### config.mk
export PLATFORM = sky130hd
export DESIGN_NAME = switch_scan_ctrl_flat
export DESIGN_NICKNAME = d
export VERILOG_FILES = /design/src/rtl/switch_scan_ctrl_if.sv /design/src/rtl/switch_scan_ctrl.sv /design/src/flat_wrapper.sv
export SDC_FILE = /design/constraint.sdc
export NUM_CORES = 1
export LEC_CHECK = 0
export ABC_AREA = 1
export CAP_MARGIN = 10
export CORE_MARGIN = 4
export CORE_UTILIZATION = 30
export DETAILED_ROUTE_END_ITERATION = 8
export GPL_TIMING_DRIVEN = 0
export HOLD_SLACK_MARGIN = 0.03
export SLEW_MARGIN = 10
export SYNTH_ARGS = -nofsm -noshare
export SYNTH_HDL_FRONTEND = slang
export SYNTH_SLANG_ARGS = --single-unit
### constraint.sdc
create_clock -name switclk -period 11.3 [get_ports switclk]
set_input_delay 2.825 -clock switclk [delete_from_list [all_inputs] [get_ports switclk]]
set_output_delay 2.825 -clock switclk [all_outputs]
set_load 0.01 [all_outputs]
### src/rtl/switch_scan_ctrl_if.sv
// switch_scan_ctrl_if: CPU register bus (cs/addr/read/write/wdata -> rdata); master = CPU, slave = switch_scan_ctrl
interface switch_scan_ctrl_if;
  logic switchcs;
  logic [1:0] switchaddr;
  logic switchread;
  logic switchwrite;
  logic [15:0] switchwdata;
  logic [15:0] switchrdata;
  modport master(output switchcs, switchaddr, switchread, switchwrite, switchwdata, input switchrdata);
  modport slave(input switchcs, switchaddr, switchread, switchwrite, switchwdata, output switchrdata);
endinterface

### src/rtl/switch_scan_ctrl.sv
// switch_scan_ctrl: debounces 24 board switches; ports switclk/switrst, bus (slave register port), switch_i raw in, switch_stable debounced out, switch_irq change interrupt; macro SWITCH_IRQ_EN enables the change register and irq
module switch_scan_ctrl #(
  parameter int TICK_DIV = 1000,
  parameter int STABLE_TICKS = 10
) (
  input logic switclk,
  input logic switrst,
  switch_scan_ctrl_if.slave bus,
  input logic [23:0] switch_i,
  output logic [23:0] switch_stable,
  output logic switch_irq
);
  localparam int TW = $clog2(TICK_DIV);
  localparam int CW = $clog2(STABLE_TICKS + 1);
  typedef enum logic [1:0] {IDLE, SETTLE, COMMIT} state_t;
  state_t state;
  logic [23:0] s1, sync, candidate, change;
  logic [TW-1:0] tcnt;
  logic [CW-1:0] count;
  logic [CW:0] count_nxt;
  logic tick, rd, wr;
  logic [15:0] rd_mux;
  assign tick = tcnt == TW'(TICK_DIV - 1);
  assign count_nxt = {1'b0, count} + 1'b1;
  assign rd = bus.switchcs && bus.switchread;
  assign wr = bus.switchcs && bus.switchwrite;
  always_ff @(posedge switclk or posedge switrst)
    if (switrst) begin
      s1 <= '0;
      sync <= '0;
      tcnt <= '0;
    end else begin
      s1 <= switch_i;
      sync <= s1;
      tcnt <= tick ? '0 : tcnt + 1'b1;
    end
  always_ff @(posedge switclk or posedge switrst)
    if (switrst) begin
      state <= IDLE;
      candidate <= '0;
      count <= '0;
      switch_stable <= '0;
    end else
      case (state)
        IDLE:
          if (tick && sync != switch_stable) begin
            candidate <= sync;
            count <= '0;
            state <= SETTLE;
          end
        SETTLE:
          if (tick) begin
            if (sync != candidate) begin
              candidate <= sync;
              count <= '0;
              // input bounced back to the accepted value: abandon without commit
              state <= sync == switch_stable ? IDLE : SETTLE;
            end else if (count_nxt == (CW + 1)'(STABLE_TICKS))
              state <= COMMIT;
            else
              count <= count_nxt[CW-1:0];
          end
        COMMIT: begin
          switch_stable <= candidate;
          state <= IDLE;
        end
        default: state <= IDLE;
      endcase
`ifdef SWITCH_IRQ_EN
  logic [23:0] clr;
  assign clr = !wr ? '0 : bus.switchaddr == 2'b01 ? {8'd0, bus.switchwdata} : bus.switchaddr == 2'b11 ? {bus.switchwdata[7:0], 16'd0} : '0;
  // set is OR-ed after the clear so a same-cycle commit wins over W1C
  always_ff @(posedge switclk or posedge switrst)
    if (switrst) change <= '0;
    else change <= (change & ~clr) | (state == COMMIT ? switch_stable ^ candidate : '0);
`else
  logic unused;
  assign unused = ^{wr, bus.switchwdata};
  assign change = '0;
`endif
  assign switch_irq = |change;
  assign rd_mux = bus.switchaddr[0] ? (bus.switchaddr[1] ? {8'd0, change[23:16]} : change[15:0]) : (bus.switchaddr[1] ? {8'd0, switch_stable[23:16]} : switch_stable[15:0]);
  always_ff @(posedge switclk or posedge switrst)
    if (switrst) bus.switchrdata <= '0;
    else if (rd) bus.switchrdata <= rd_mux;
endmodule

### src/flat_wrapper.sv
// flat-port wrapper written by rule: the top's interface ports become plain ports
module switch_scan_ctrl_flat 
#(
  parameter int TICK_DIV = 1000,
  parameter int STABLE_TICKS = 10
)
  (switclk, switrst, switch_i, switch_stable, switch_irq, bus_switchcs, bus_switchaddr, bus_switchread, bus_switchwrite, bus_switchwdata, bus_switchrdata);
  switch_scan_ctrl_if bus_i ();
  input logic switclk;
  input logic switrst;
  input logic [23:0] switch_i;
  output logic [23:0] switch_stable;
  output logic switch_irq;
  input wire logic [$bits(bus_i.switchcs)-1:0] bus_switchcs;
  input wire logic [$bits(bus_i.switchaddr)-1:0] bus_switchaddr;
  input wire logic [$bits(bus_i.switchread)-1:0] bus_switchread;
  input wire logic [$bits(bus_i.switchwrite)-1:0] bus_switchwrite;
  input wire logic [$bits(bus_i.switchwdata)-1:0] bus_switchwdata;
  output wire logic [$bits(bus_i.switchrdata)-1:0] bus_switchrdata;
  assign bus_i.switchcs = bus_switchcs;
  assign bus_i.switchaddr = bus_switchaddr;
  assign bus_i.switchread = bus_switchread;
  assign bus_i.switchwrite = bus_switchwrite;
  assign bus_i.switchwdata = bus_switchwdata;
  assign bus_switchrdata = bus_i.switchrdata;
  switch_scan_ctrl #(.TICK_DIV(TICK_DIV), .STABLE_TICKS(STABLE_TICKS)) u_core (.switclk(switclk), .switrst(switrst), .bus(bus_i), .switch_i(switch_i), .switch_stable(switch_stable), .switch_irq(switch_irq));
endmodule
==> metrics.md, run 1 <==
| Metric | Value |
|---|---|
| Yosys cell types | 35 |
| # rows | 49 |
| Slowest CP cell | clkdlybuf4s50_1 |
| Area grow syn2layout | 29.4% |
| Final Util | 39.3% |
| GRT Resource Usage Total | 13.2% |
| Vias in the first global route | 3938 |
| WP data arrival | 1.47 ns |
| Die Y | 143 microns |
| CTS buffer count | 17 |
| Initial DRC count | 242 |
| Setup TNS | 0 ns |
| Crit Path Class | flop to output pin |
| CP Buf/Inv Count | 1 |
| Met3 Wirelength | 509 microns |
| Pre-CTS setup slack | 6.71 ns |
| Final Max Slew Viols | 0 |
| Initial antenna violation count | 0 |
| CTS sink cnt | 128 |
| Minimum clock period | 4.29 ns |
| Die width | 143 microns |
| Status | completed |
| CTS tree | done |
| Ys flop type | dfrtp_1 |
| Hold path depth | 0 |
| Placed Cells | 895 |
| Worst skew pair latency | 0.42 ns |
| Core Footprint | 18000 sq um |
| Postcts setup bufs | 0 |
| Endpoint, Worst Hold | u_core.sync[14] |
| Hold Crit Class | flop to flop |
| Setup-failing EPs final | 0 |
| Max_slew headroom | 54.2% |
| Fin cells | 927 |
| Tcrit/Tclk final | 38.0% |
| Max_cap viols | 0 |
| Total power divided by cell area | 152 nW/um^2 |
| Largest net degree at the start of global routing | 83 |
| DRC Markers | 0 |
| Flop-to-flop setup slack | 9.05 ns |
| Inserted Diodes | 0 |
| Synthesized flop and latch total | 128 |
| Total Power | 1.07 mW |
| WL/cell | 13.6 microns |
| Max layer used | met4 |
| Worst Path Required | 8.48 ns |
| Placed Area | 6460 sq um |
| Clock Skew | 0.0129 ns |
| IO buf count | 68 |
| Worst slew pin tran | 0.682 ns |
| CP max FO | 5 |
| Beginning of the worst hold path | u_core.s1[14] |
| Asr flop ratio synth | 100% |
| Clock buffer depth | 2 |
| Metal-1 WL | 6.19 mm |
| Hold slack | 0.343 ns |
| Fin worst setup slack | 7.01 ns |
| DRT antenna net count | 0 |
| Cells on worst reg2reg path | 9 |
| First-pass GRT wire length | 20.6 mm |
| Syn Nets | 647 |
| Routed WL | 12.6 mm |
| Post-CTS sizing | 0 |
| Crit path cell chain | clkdlybuf4s50_1 |
| H-tree levels | 4 |
| Mean Syn Cell Area | 9.15 sq um |
| Fin area | 7070 sq um |
| Leak pwr | 3.43 nW |
| Fmax | 233 MHz |
| Gr ovfl total | 0 |
| Hpwl dp | 8.88 mm |
| Fin. Hold Viols | 0 |
| Mapped Area | 5460 sq um |
| Peak per-stage delay on the critical path | 0.58 ns |
| Vias per cell | 4.35 |
| Crit Reg-Reg Endpoint | u_core.candidate[0] |
| Clock-pin transition on the worst setup and hold timing paths | 0.06 ns |
| Warnings, synthesis | 0 |
| Metal2 WL | 5.68 mm |
| Reg2reg start | u_core.tcnt[0] |
| Gpl congestion | 0.780 |
| Total die area | 20400 sq um |
| Starting Density | 30.4% |
| Register area share after synthesis | 58.6% |
| Top delay family on crit path | buffers and inverters |
| DRT Pass-1 Iters | 4 |
| RSZ-0062 raised after global routing | false |
| Worst Setup End Kind | output pin |
| Peak supply drop | 97.3 uV |
| Mapped Cells | 597 |
| Vias | 4037 |
| Final Net Count | 735 |
| Ports | 88 |
| CP Launch Type | flop |
| Post-synth EDFFs | 0 |
| Share of layout cells above drive strength 1 | 9.03% |
| Post-CTS Hold Fix Bufs | 0 |
| CTS root buf | clkbuf_16 |
state kept, by name, summed over array words and instances (netlist names):
register / count
u_core.switch_stable: 24
u_core.state: 2
u_core.tcnt: 10
u_core.s1: 24
u_core.sync: 24
u_core.bus.switchrdata: 16
u_core.count: 4
u_core.candidate: 24
cells in the final DEF, fill, tap and decap left out, drive strengths merged, types with 3 or more instances in the layout:
| cell type | n |
|---|---|
| a21oi | 14 |
| buf | 11 |
| clkbuf | 29 |
| clkdlybuf4s50 | 68 |
| clkinvlp | 4 |
| dfrtp | 128 |
| ha | 3 |
| inv | 67 |
| mux2 | 8 |
| nand2 | 193 |
| nand3 | 9 |
| nand4 | 30 |
| nor2 | 62 |
| nor3 | 5 |
| o21ai | 24 |
| o31ai | 6 |
| or2 | 3 |
| xnor2 | 10 |
| xor2 | 13 |
how the worst max path moves through the flow:
stage	start	to	slack, ns	cells past startpoint
global placement	switrst	u_core.s1[2]	3.08	2
CTS	u_core.switch_stable[5]	switch_stable[5]	6.96	1
finish	u_core.switch_stable[5]	switch_stable[5]	7.01	1
floorplan	switrst	u_core.bus.switchrdata[0]	5.06	1
global route	u_core.switch_stable[5]	switch_stable[5]	6.94	1
detailed placement	bus_switchcs	u_core.bus.switchrdata[2]	6.71	6
power by group:
part | internal (mW) | total, mW | switching [mW]
combinational | 0.0198 | 0.0421 | 0.0223
clock | 0.340 | 0.555 | 0.215
sequential | 0.469 | 0.477 | 0.00845
total | 0.829 | 1.07 | 0.246
synth_stat cells, types with 3 or more instances:
cell type / n / area share [%]
dfrtp_1: 128 / 59
nand2_1: 191 / 13
nand3_1: 6 / 0.55
nor2_1: 60 / 4.1
inv_1: 61 / 4.2
nor3_1: 4 / 0.37
o21ai_0: 24 / 2.2
xnor2_1: 10 / 1.6
ha_1: 3 / 0.69
mux2_2: 8 / 1.6
o31ai_1: 6 / 0.82
buf_2: 5 / 0.46
nand4_1: 30 / 3.4
a21oi_1: 14 / 1.3
clkbuf_1: 10 / 0.69
xor2_1: 13 / 2.1
metal layers:
metal,global-route usage [%],vias up
li1,-,2054
met1,17.8,1905
met2,19.7,62
met3,3.65,16
met4,6.10,0
met5,0,-
layout make-up:
type	count	area, sq um
clock buffer	19	453
buffer	20	108
inverter	62	238
multi-input combinational	387	1920
sequential	128	3200
timing repair buffer	69	708
tap	229	287
clock inverter	13	151
fill	1818	10900
cells by family (layout without fill, tap and decap cells):
kind of cell,after synthesis,count (layout),share of synthesized area (%)
AOI/OAI and AO/OA,46,46,4.56
and+or+nand+nor,305,305,24.3
other,1,1,0.0687
adders and majority gates,3,3,0.687
buffers and inverters,82,183,6.23
muxes,9,9,1.83
xor gates and xnor gates,23,23,3.69
DFF,128,128,58.6
No activity file was read; power rests on OpenSTA's default activity.
==> inputs of run 2 (changes only) <==
==> constraint.sdc (replaced) <==
create_clock -name switclk -period 3.6 [get_ports switclk]
set_input_delay 0.9 -clock switclk [delete_from_list [all_inputs] [get_ports switclk]]
set_output_delay 0.9 -clock switclk [all_outputs]
set_load 0.01 [all_outputs]
==> run 2 against run 1 <==
  * Clock power grew to 3.0 times the previous value
  * Core utilization is 0.17 points higher
  * Worst hold slack better by 0.00090 ns
  * Non-clock buffer count rose by 3
  * Final cell count increased by 0.32%
  * Final area up 0.44%
  * Die area is the same
  * Combinational power grew to 3.3 times the previous value
  * Worst setup slack lost 5.8 ns
  * Critical path type unchanged
==> metrics.md, run 2 (synthesis results as in run 1) <==
| Metric | Value |
|---|---|
| Peak per-stage delay on the critical path | 0.58 ns (about the same) |
| Area grow syn2layout | 29.9% |
| CTS sink cnt | 128 (unchanged) |
| Max_cap viols | 0 (unchanged) |
| DRT Pass-1 Iters | 4 (unchanged) |
| H-tree levels | 4 (unchanged) |
| Postcts setup bufs | 0 (unchanged) |
| DRC Markers | 0 (unchanged) |
| Vias in the first global route | 3964 (+0.66%) |
| Storage element area | 3200 sq um (unchanged) |
| RSZ-0062 raised after global routing | false |
| Ports | 88 (unchanged) |
| Reg power frac | 45.2% (+0.8 points) |
| Setup TNS | 0 ns (unchanged) |
| Fmax | 425 MHz |
| Total Power | 3.32 mW (+210%) |
| Die Y | 143 microns (unchanged) |
| Gate power share | 4.2% (+0.3 points) |
| Initial DRC count | 197 (-19%) |
| Area taken by multi-input logic gates | 1920 sq um (unchanged) |
| Slowest CP cell | clkdlybuf4s50_1 |
| Core Footprint | 18000 sq um (unchanged) |
| Max_slew headroom | 52.1% (-2.0 points) |
| IO buf count | 68 (unchanged) |
| WP data arrival | 1.46 ns (about the same) |
| Clock-pin transition on the worst setup and hold timing paths | 0.06 ns (about the same) |
| Status | completed |
| Share of layout cells above drive strength 1 | 9.13% (+0.10 points) |
| CP Launch Type | flop |
| Leak pwr | 3.46 nW (+0.77%) |
| Clock share of power | 50.6% (-1.1 points) |
| Minimum clock period | 2.36 ns |
| Peak supply drop | 310 uV (+220%) |
| CP Buf/Inv Count | 1 (unchanged) |
| DRT antenna net count | 0 (unchanged) |
| Vias | 4022 (-0.37%) |
| Sw Ratio | 21.4% (-1.5 points) |
| Tcrit/Tclk final | 65.4% |
| Fill cells | 1784 (-1.9%) |
| Clock buffer depth | 2 (unchanged) |
| Die width | 143 microns (unchanged) |
| Vias per cell | 4.32 (-0.69%) |
| GRT Resource Usage Total | 13.2% (-0.026 points) |
| Hold Crit Class | flop to flop |
| Worst Path Required | 2.70 ns (-5.78 ns) |
| Worst Setup End Kind | output pin |
| Cell Int Power | 2.61 mW (+210%) |
| Switching Power | 0.710 mW (+190%) |
| Gpl congestion | 0.782 (+0.33%) |
| Gr ovfl total | 0 (unchanged) |
| CP max FO | 5 (unchanged) |
| CTS tree | done |
| Crit path cell chain | clkdlybuf4s50_1 |
| Worst skew pair latency | 0.42 ns (about the same) |
| Routed WL | 12.6 mm (about the same) |
| Fin. Hold Viols | 0 (unchanged) |
| Most frequent cells in the layout | nand2_1 (191), dfrtp_1 (128), clkdlybuf4s50_1 (68) |
| Commonest non-fill, non-tap cell in the layout | nand2_1 |
| WL/cell | 13.6 microns (-0.41%) |
| CTS buffer count | 17 (unchanged) |
| Final Net Count | 738 (+0.41%) |
| Clock Skew | 0.0102 ns (-0.00270 ns) |
| # rows | 49 (unchanged) |
| Total power divided by cell area | 468 nW/um^2 (+210%) |
| First-pass GRT wire length | 20.6 mm (+0.14%) |
| Crit Path Class | flop to output pin |
| Top delay family on crit path | buffers and inverters |
| Hpwl dp | 9.04 mm (+1.8%) |
| Post-CTS Hold Fix Bufs | 0 (unchanged) |
| Final Max Slew Viols | 0 (unchanged) |
| Largest net degree at the start of global routing | 39 (-53%) |
| Initial antenna violation count | 0 (unchanged) |
| CTS root buf | clkbuf_16 |
| Post-CTS sizing | 0 (unchanged) |
| Inserted Diodes | 0 (unchanged) |
| Starting Density | 30.4% (unchanged) |
| Setup-failing EPs final | 0 (unchanged) |
| Total die area | 20400 sq um (unchanged) |
| Hold slack | 0.344 ns (+0.000901 ns) |
| Worst slew pin tran | 0.712 ns (+0.0303 ns) |
run 2: layout make-up:
class / count / area share (%)
Buffer: 20 / 1.52
Inverter: 62 / 3.33
Sequential cell: 128 / 45.1
Tap cell: 229 / 4.04
Multi-Input combinational cell: 387 / 27.0
Clock buffer: 22 / 6.68
Timing Repair Buffer: 72 / 10.7
Clock inverter: 10 / 1.55
run 2: layer usage:
layer	global-route usage [%]	up-vias	routed length, microns
met2	19.8	72	5780
met1	17.7	1873	6020
met3	3.99	8	664
met4	5.35	0	139
li1	-	2069	-
met5	0	-	0
run 2: final timing paths:
check	depth (start not counted)	start	slack, ns	end
worst min register to register	0	u_core.s1[12]	0.34	u_core.sync[12]
worst max-delay path	1	u_core.switch_stable[0]	1.24	switch_stable[0]
max in group asynchronous	4	switrst	2.22	u_core.bus.switchrdata[2]
worst min-delay path	0	u_core.s1[12]	0.34	u_core.sync[12]
min in group asynchronous	2	switrst	0.77	u_core.s1[12]
worst max register to register	9	u_core.tcnt[0]	1.34	u_core.candidate[0]
run 2: metrics by stage:
stage / util [%] / setup WS (ns) / cell area (sq um) / cells
6_report: 39.5 / 1.24 / 7100 / 930
5_1_grt: 39.5 / 1.16 / 7100 / 930
3_5_place_dp: 36.3 / 0.978 / 6510 / 898
3_3_place_gp: 35.8 / -0.153 / 6430 / 894
4_1_cts: 39.5 / 1.20 / 7100 / 930
2_1_floorplan: - / 1.12 / 5470 / 597
run 2: power groups by stage:
| stage | Combinational, mW | Clock (mW) | Sequential [mW] |
|---|---|---|---|
| 6_report | 0.139 | 1.68 | 1.50 |
| 3_3_place_gp | 0.132 | 0 | 1.52 |
| 3_5_place_dp | 0.143 | 0 | 1.52 |
| 2_1_floorplan | 0.0677 | 0 | 1.52 |
| 5_1_grt | 0.159 | 1.79 | 1.50 |
| 4_1_cts | 0.143 | 1.73 | 1.50 |
